File: src/rtl/lcd_rgb_drv.sv
// lcd_rgb_drv
// RGB-interface LCD timing generator and pixel driver. Waits for a known panel
// ID, latches that panel's timing set, then drives HS/VS/DE and RGB565 data
// while requesting pixels from the upstream frame source.
//
// Optional feature: define LCD_TEST_PATTERN_EN to replace i_pixel_data with
// eight vertical colour bars generated internally.
//
// Ports
//   i_clk          pixel clock (only clock)
//   i_rst          synchronous active-high reset
//   i_lcd_id       panel ID from the ID reader (16'h0000 = unknown)
//   i_pixel_data   RGB565 pixel, returned one cycle after o_data_req
//   o_data_req     pixel request, qualified with o_pixel_xpos/o_pixel_ypos
//   o_pixel_xpos   requested column
//   o_pixel_ypos   requested row
//   o_h_disp       active width of the latched mode (0 until running)
//   o_v_disp       active height of the latched mode (0 until running)
//   o_lcd_hs       horizontal sync, active low
//   o_lcd_vs       vertical sync, active low
//   o_lcd_de       data enable
//   o_lcd_bl       backlight enable
//   o_lcd_rgb_o    RGB data to the pad
//   o_lcd_rgb_oe   pad output enable (0 leaves strap pins as inputs)
//
// state | meaning
// IDLE  | bus released, counters held, waiting for a known lcd_id
// LOAD  | one cycle: latch the timing set of the selected panel
// RUN   | bus owned, timing generator free-running until reset
module lcd_rgb_drv #(
    parameter int H_DISP_MAX = 800,
    parameter int V_DISP_MAX = 480
) (
    input  logic        i_clk,
    input  logic        i_rst,
    input  logic [15:0] i_lcd_id,
    input  logic [15:0] i_pixel_data,
    output logic        o_data_req,
    output logic [10:0] o_pixel_xpos,
    output logic [10:0] o_pixel_ypos,
    output logic [10:0] o_h_disp,
    output logic [10:0] o_v_disp,
    output logic        o_lcd_hs,
    output logic        o_lcd_vs,
    output logic        o_lcd_de,
    output logic        o_lcd_bl,
    output logic [15:0] o_lcd_rgb_o,
    output logic        o_lcd_rgb_oe
);

    typedef enum logic [1:0] {S_IDLE, S_LOAD, S_RUN} state_t;

    state_t      r_state, w_state_nxt;
    logic        w_load;
    logic        w_id_ok;
    logic        w_run;
    logic        r_mode_800;
    logic [10:0] r_h_sync, r_h_back, r_h_disp, r_h_total;
    logic [10:0] r_v_sync, r_v_back, r_v_disp, r_v_total;
    logic [10:0] w_h_disp_sel, w_v_disp_sel;
    logic [10:0] r_h_cnt, r_v_cnt;
    logic [10:0] w_hs_start, w_vs_start;
    logic        w_req, w_hs_raw, w_vs_raw;
    logic [1:0]  r_hs_d, r_vs_d, r_de_d;
    logic [15:0] r_rgb;
    logic [15:0] w_src;

    assign w_id_ok = (i_lcd_id == 16'h4342) || (i_lcd_id == 16'h4384);
    assign w_run   = (r_state == S_RUN);

    always_comb begin
        w_state_nxt = r_state;
        w_load      = 1'b0;
        case (r_state)
            S_IDLE: if (w_id_ok) w_state_nxt = S_LOAD;
            S_LOAD: begin
                w_load      = 1'b1;
                w_state_nxt = S_RUN;
            end
            S_RUN:  w_state_nxt = S_RUN;
            default: w_state_nxt = S_IDLE;
        endcase
    end

    always_ff @(posedge i_clk) begin
        if (i_rst) begin
            r_state    <= S_IDLE;
            r_mode_800 <= 1'b0;
        end else begin
            r_state <= w_state_nxt;
            // Panel choice is frozen when leaving IDLE; later ID changes are ignored.
            if (r_state == S_IDLE && w_id_ok)
                r_mode_800 <= (i_lcd_id == 16'h4384);
        end
    end

    // Active size is clamped to the configured maximum; the total stays fixed,
    // so any clamped columns/rows become extra front porch.
    assign w_h_disp_sel = r_mode_800 ? 11'd800 : 11'd480;
    assign w_v_disp_sel = r_mode_800 ? 11'd480 : 11'd272;

    always_ff @(posedge i_clk) begin
        if (i_rst) begin
            r_h_sync  <= '0; r_h_back <= '0; r_h_disp <= '0; r_h_total <= '0;
            r_v_sync  <= '0; r_v_back <= '0; r_v_disp <= '0; r_v_total <= '0;
        end else if (w_load) begin
            r_h_sync  <= r_mode_800 ? 11'd128  : 11'd41;
            r_h_back  <= r_mode_800 ? 11'd88   : 11'd2;
            r_h_total <= r_mode_800 ? 11'd1056 : 11'd525;
            r_v_sync  <= r_mode_800 ? 11'd2    : 11'd10;
            r_v_back  <= r_mode_800 ? 11'd33   : 11'd2;
            r_v_total <= r_mode_800 ? 11'd525  : 11'd286;
            r_h_disp  <= (w_h_disp_sel > 11'(H_DISP_MAX)) ? 11'(H_DISP_MAX) : w_h_disp_sel;
            r_v_disp  <= (w_v_disp_sel > 11'(V_DISP_MAX)) ? 11'(V_DISP_MAX) : w_v_disp_sel;
        end
    end

    always_ff @(posedge i_clk) begin
        if (i_rst || !w_run) begin
            r_h_cnt <= '0;
            r_v_cnt <= '0;
        end else if (r_h_cnt == r_h_total - 11'd1) begin
            r_h_cnt <= '0;
            r_v_cnt <= (r_v_cnt == r_v_total - 11'd1) ? 11'd0 : r_v_cnt + 11'd1;
        end else begin
            r_h_cnt <= r_h_cnt + 11'd1;
        end
    end

    assign w_hs_start = r_h_sync + r_h_back;
    assign w_vs_start = r_v_sync + r_v_back;
    assign w_req      = w_run
                        && (r_h_cnt >= w_hs_start) && (r_h_cnt < w_hs_start + r_h_disp)
                        && (r_v_cnt >= w_vs_start) && (r_v_cnt < w_vs_start + r_v_disp);
    assign w_hs_raw   = !(w_run && (r_h_cnt < r_h_sync));
    assign w_vs_raw   = !(w_run && (r_v_cnt < r_v_sync));

    assign o_data_req   = w_req;
    assign o_pixel_xpos = w_req ? (r_h_cnt - w_hs_start) : 11'd0;
    assign o_pixel_ypos = w_req ? (r_v_cnt - w_vs_start) : 11'd0;

`ifdef LCD_TEST_PATTERN_EN
    logic [10:0] r_bar_cnt;
    logic [2:0]  r_bar_idx;
    logic [15:0] r_pat_d1;
    logic [15:0] w_bar_color;
    logic [10:0] w_bar_w;
    logic        w_unused_pix;

    assign w_unused_pix = ^i_pixel_data;
    assign w_bar_w      = r_h_disp >> 3;

    always_comb begin
        w_bar_color = 16'h0000;
        case (r_bar_idx)
            3'd0: w_bar_color = 16'hFFFF;
            3'd1: w_bar_color = 16'hFFE0;
            3'd2: w_bar_color = 16'h07FF;
            3'd3: w_bar_color = 16'h07E0;
            3'd4: w_bar_color = 16'hF81F;
            3'd5: w_bar_color = 16'hF800;
            3'd6: w_bar_color = 16'h001F;
            default: w_bar_color = 16'h0000;
        endcase
    end

    // Bar column timer reloads during blanking so every line starts on bar 0.
    always_ff @(posedge i_clk) begin
        if (i_rst) begin
            r_bar_cnt <= '0;
            r_bar_idx <= '0;
            r_pat_d1  <= '0;
        end else begin
            r_pat_d1 <= w_req ? w_bar_color : 16'h0000;
            if (!w_req) begin
                r_bar_cnt <= w_bar_w - 11'd1;
                r_bar_idx <= '0;
            end else if (r_bar_cnt == 11'd0) begin
                r_bar_cnt <= w_bar_w - 11'd1;
                r_bar_idx <= r_bar_idx + 3'd1;
            end else begin
                r_bar_cnt <= r_bar_cnt - 11'd1;
            end
        end
    end

    assign w_src = r_pat_d1;
`else
    assign w_src = i_pixel_data;
`endif

    // Sync and DE share the two-stage delay so pin spacing matches the table.
    always_ff @(posedge i_clk) begin
        if (i_rst) begin
            r_hs_d <= 2'b11;
            r_vs_d <= 2'b11;
            r_de_d <= 2'b00;
            r_rgb  <= '0;
        end else begin
            r_hs_d <= {r_hs_d[0], w_hs_raw};
            r_vs_d <= {r_vs_d[0], w_vs_raw};
            r_de_d <= {r_de_d[0], w_req};
            r_rgb  <= r_de_d[0] ? w_src : 16'h0000;
        end
    end

    assign o_lcd_hs     = r_hs_d[1];
    assign o_lcd_vs     = r_vs_d[1];
    assign o_lcd_de     = r_de_d[1];
    assign o_lcd_rgb_o  = r_rgb;
    assign o_lcd_bl     = w_run;
    assign o_lcd_rgb_oe = w_run;
    assign o_h_disp     = r_h_disp;
    assign o_v_disp     = r_v_disp;

endmodule

File: config.mk
export PLATFORM = sky130hd
export DESIGN_NAME = lcd_rgb_drv
export DESIGN_NICKNAME = d
export VERILOG_FILES = /design/src/rtl/lcd_rgb_drv.sv
export SDC_FILE = /design/constraint.sdc
export NUM_CORES = 1
export LEC_CHECK = 0
export ABC_AREA = 1
export BUFFER_PORTS_ARGS = -buffer_cell sky130_fd_sc_hd__buf_4
export CAP_MARGIN = 5
export CORE_ASPECT_RATIO = 1.25
export CORE_MARGIN = 5
export CORE_UTILIZATION = 51
export CTS_CLUSTER_DIAMETER = 40
export CTS_CLUSTER_SIZE = 14
export DETAILED_ROUTE_END_ITERATION = 8
export PLACE_DENSITY = 0.76
export SLEW_MARGIN = 40
export SYNTH_ARGS = -nofsm -noshare
export SYNTH_HDL_FRONTEND = slang
export SYNTH_SLANG_ARGS = --single-unit
File: constraint.sdc
create_clock -name i_clk -period 4.61 [get_ports i_clk]
set_input_delay 0.2305 -clock i_clk [delete_from_list [all_inputs] [get_ports i_clk]]
set_output_delay 0.2305 -clock i_clk [all_outputs]
set_load 0.02 [all_outputs]
==> flow_metrics.tcl <==
set metrics [dict create \
    drive_gt1_frac 0.180 \
    ant_nets 0 \
    drt-total-wl_microns 11100 \
    cts-hold-fix-buffers 0 \
    areaGrowthSynthToFinish_pct 17.1 \
    final.setup.tns_ns 0 \
    cts.path.max_buffers 2 \
    synth.distinct_cells 43 \
    final_core_util 0.610 \
    core_sq_mm 0.00819 \
    ioPinCount 100 \
    final_common_cell "nand2_1" \
    dp_slack_ns 0.933 \
    worstMarginPinSlew_ns 0.572 \
    cts_resized 0 \
    fillers 769 \
    grt_max_degree 18 \
    grt_pass1_vias 4169 \
    rsz0062_at_grt "no" \
    die-width_microns 91.8 \
    final_cell_mix "128 x nand2_1, 99 x inv_1, 90 x buf_4, 81 x nor2_1, 50 x dfxtp_1" \
    postLayoutSetupSlackWorst_ns 0.595 \
    synth_area_per_cell_sq_um 6.69 \
    peakVddDrop_mv 0.117 \
    clockRootBuffer "clkbuf_8" \
    dr.pass1.iters 5 \
    ys_seq_elements 50 \
    die-area_sq_mm 0.0103 \
    via_count 4161 \
    hp-class "input pin to flop" \
    period_needed_ns 4.01 \
    crit_family "simple AND/OR/NAND/NOR gates" \
    detail_route.drc_violations 0 \
    max-slew-margin-rel 0.618 \
    crit_chain "inv_1 > buf_4 > ha_1 > inv_1 > ha_1 > inv_1 > nand2_1 > a31oi_1 > xor2_1 > ha_1 > nand2_1 > nor2_1 > nand3_1 > nand3_1 > nor2_2 > nand3_2 > buf_4 > nor2_1 > buf_4" \
    fmax_mhz 249 \
    worstPathArrival_ns 3.78 \
    drtIter0Drc 131 \
    synth_cells 638 \
    clk_latency_ns 0.31 \
    cts_made_buffers 5 \
    grt_pass1_wl_microns 18900 \
    numPortBuffers 87 \
    postCtsSetupRepairBufs 0 \
    path_max_fanout 15 \
    gp_congestion 0.909 \
    rows 37 \
    finalSetupViolCount 0 \
    yosys_warnings 0 \
    htreeDepth 2 \
    slowest_delay_ns 0.61 \
    power.total_uw 807 \
    final_nets 797 \
    start_util 0.521 \
    cts.reportedPaths.clkPinSlew_ns 0.09 \
    grt_usage 0.219 \
    cap_violations 0 \
    yosysSeqAreaShare 0.235 \
    synth_flop_cell "dfxtp_1" \
    clock_sinks 50 \
    cp-start-kind "flop" \
    status "complete, no violations" \
    p_per_area_mw_per_mm2 161 \
    skew_ns 0.0114 \
    cpMaxStageDelayCell "dfxtp_1" \
    path_class "flop to primary output" \
    final_max_slew_viol_count 0 \
    cp_data_required_time_ns 4.38 \
    async_flop_share 0 \
    hold_viol_final 0 \
    cts_tree "yes" \
    p_leak_nw 2.52 \
    antenna_found_initial 0 \
    period_share 0.871 \
    worst-path-buf-inv 6 \
    worst_setup_path_end_kind "primary output" \
    place_hpwl_microns 9130 \
    n_antenna_cell 0 \
    wire_per_inst_microns 13.7 \
    synth_edf_count 0 \
    grt_overflow 0 \
    routed_via_density 5.12 \
    synth_area_sq_mm 0.00427 \
    fp.dieH_microns 112 \
]
==> flip-flops by register name (all words and copies together) (netlist names) <==
register and count:
r_vs_d 2, r_hs_d 2, r_h_cnt 11, r_state 2, r_mode_800 1, o_lcd_rgb_o 16, r_v_total 1, r_h_total 2
r_v_cnt 11, r_de_d 2
==> metal layers <==
layer,track usage,share of wire,up-vias
met2,0.407,0.52,116
li1,-,-,2156
met3,0.0349,0.044,33
met5,0,0,-
met4,0.0961,0.040,0
met1,0.242,0.40,1856
==> cell families after synthesis <==
kind of cell / Yosys count / synth area share
buf+inv: 133 / 0.142
simple gates: 314 / 0.329
other cells: 1 / 0.000879
xor+xnor: 32 / 0.0657
compound gates: 59 / 0.0821
flops: 50 / 0.235
fa+ha+maj: 48 / 0.144
mux: 1 / 0.00235
==> where the power goes <==
part / leakage [nW] / internal [mW] / switching, mW
registers: 0.403 / 0.433 / 0.00114
clock network: 0.0504 / 0.161 / 0.148
logic: 2.07 / 0.0278 / 0.0356
total: 2.52 / 0.622 / 0.185
==> cell usage after synthesis, drive strengths merged, types with 2 or more instances <==
library cell	number	area share
xnor2	7	0.014
nor3b	2	0.0035
a21boi	2	0.0035
inv	102	0.090
xor2	25	0.051
nand4	16	0.023
nand3	42	0.052
nand3b	2	0.0035
buf	28	0.049
o21bai	3	0.0053
a21oi	26	0.030
o21a	3	0.0053
nor3	13	0.016
clkbuf	3	0.0029
a21o	2	0.0035
a31oi	3	0.0059
or2	3	0.0044
nor4	6	0.0088
o211ai	3	0.0053
o21ai	14	0.017
ha	46	0.13
nor2	101	0.10
fa	2	0.0094
nand2	128	0.11
dfxtp	50	0.23
==> area by class of cell <==
cell class	count	area, sq um	area share
clock buffers	5	68.8	0.0138
clock inverters	3	45.0	0.00901
repair buffers	90	676	0.135
inverters	102	383	0.0766
flip-flops and latches	50	1000	0.200
multi-input cells	466	2700	0.541
well taps	97	121	0.0243
==> metrics by stage <==
stage	instance area [sq um]	hold WS, ns	cells
after detailed placement	4880	0.393	805
after CTS	5000	0.117	813
after global routing	5000	0.119	813
after global placement	4880	0.398	805
after floorplan	4310	0.300	649
final	5000	0.132	813
==> worst paths after layout <==
| kind | endpoint | slack (ns) | cells past startpoint | startpoint |
|---|---|---|---|---|
| max | o_pixel_xpos[0] | 0.60 | 19 | r_h_total[9] |
| min | r_h_total[5] | 0.13 | 2 | i_rst |
| max reg2reg | r_de_d[0] | 1.16 | 18 | r_h_total[9] |
| min reg2reg | r_hs_d[1] | 0.41 | 1 | r_hs_d[0] |
Power figures use the tool's default switching activity.
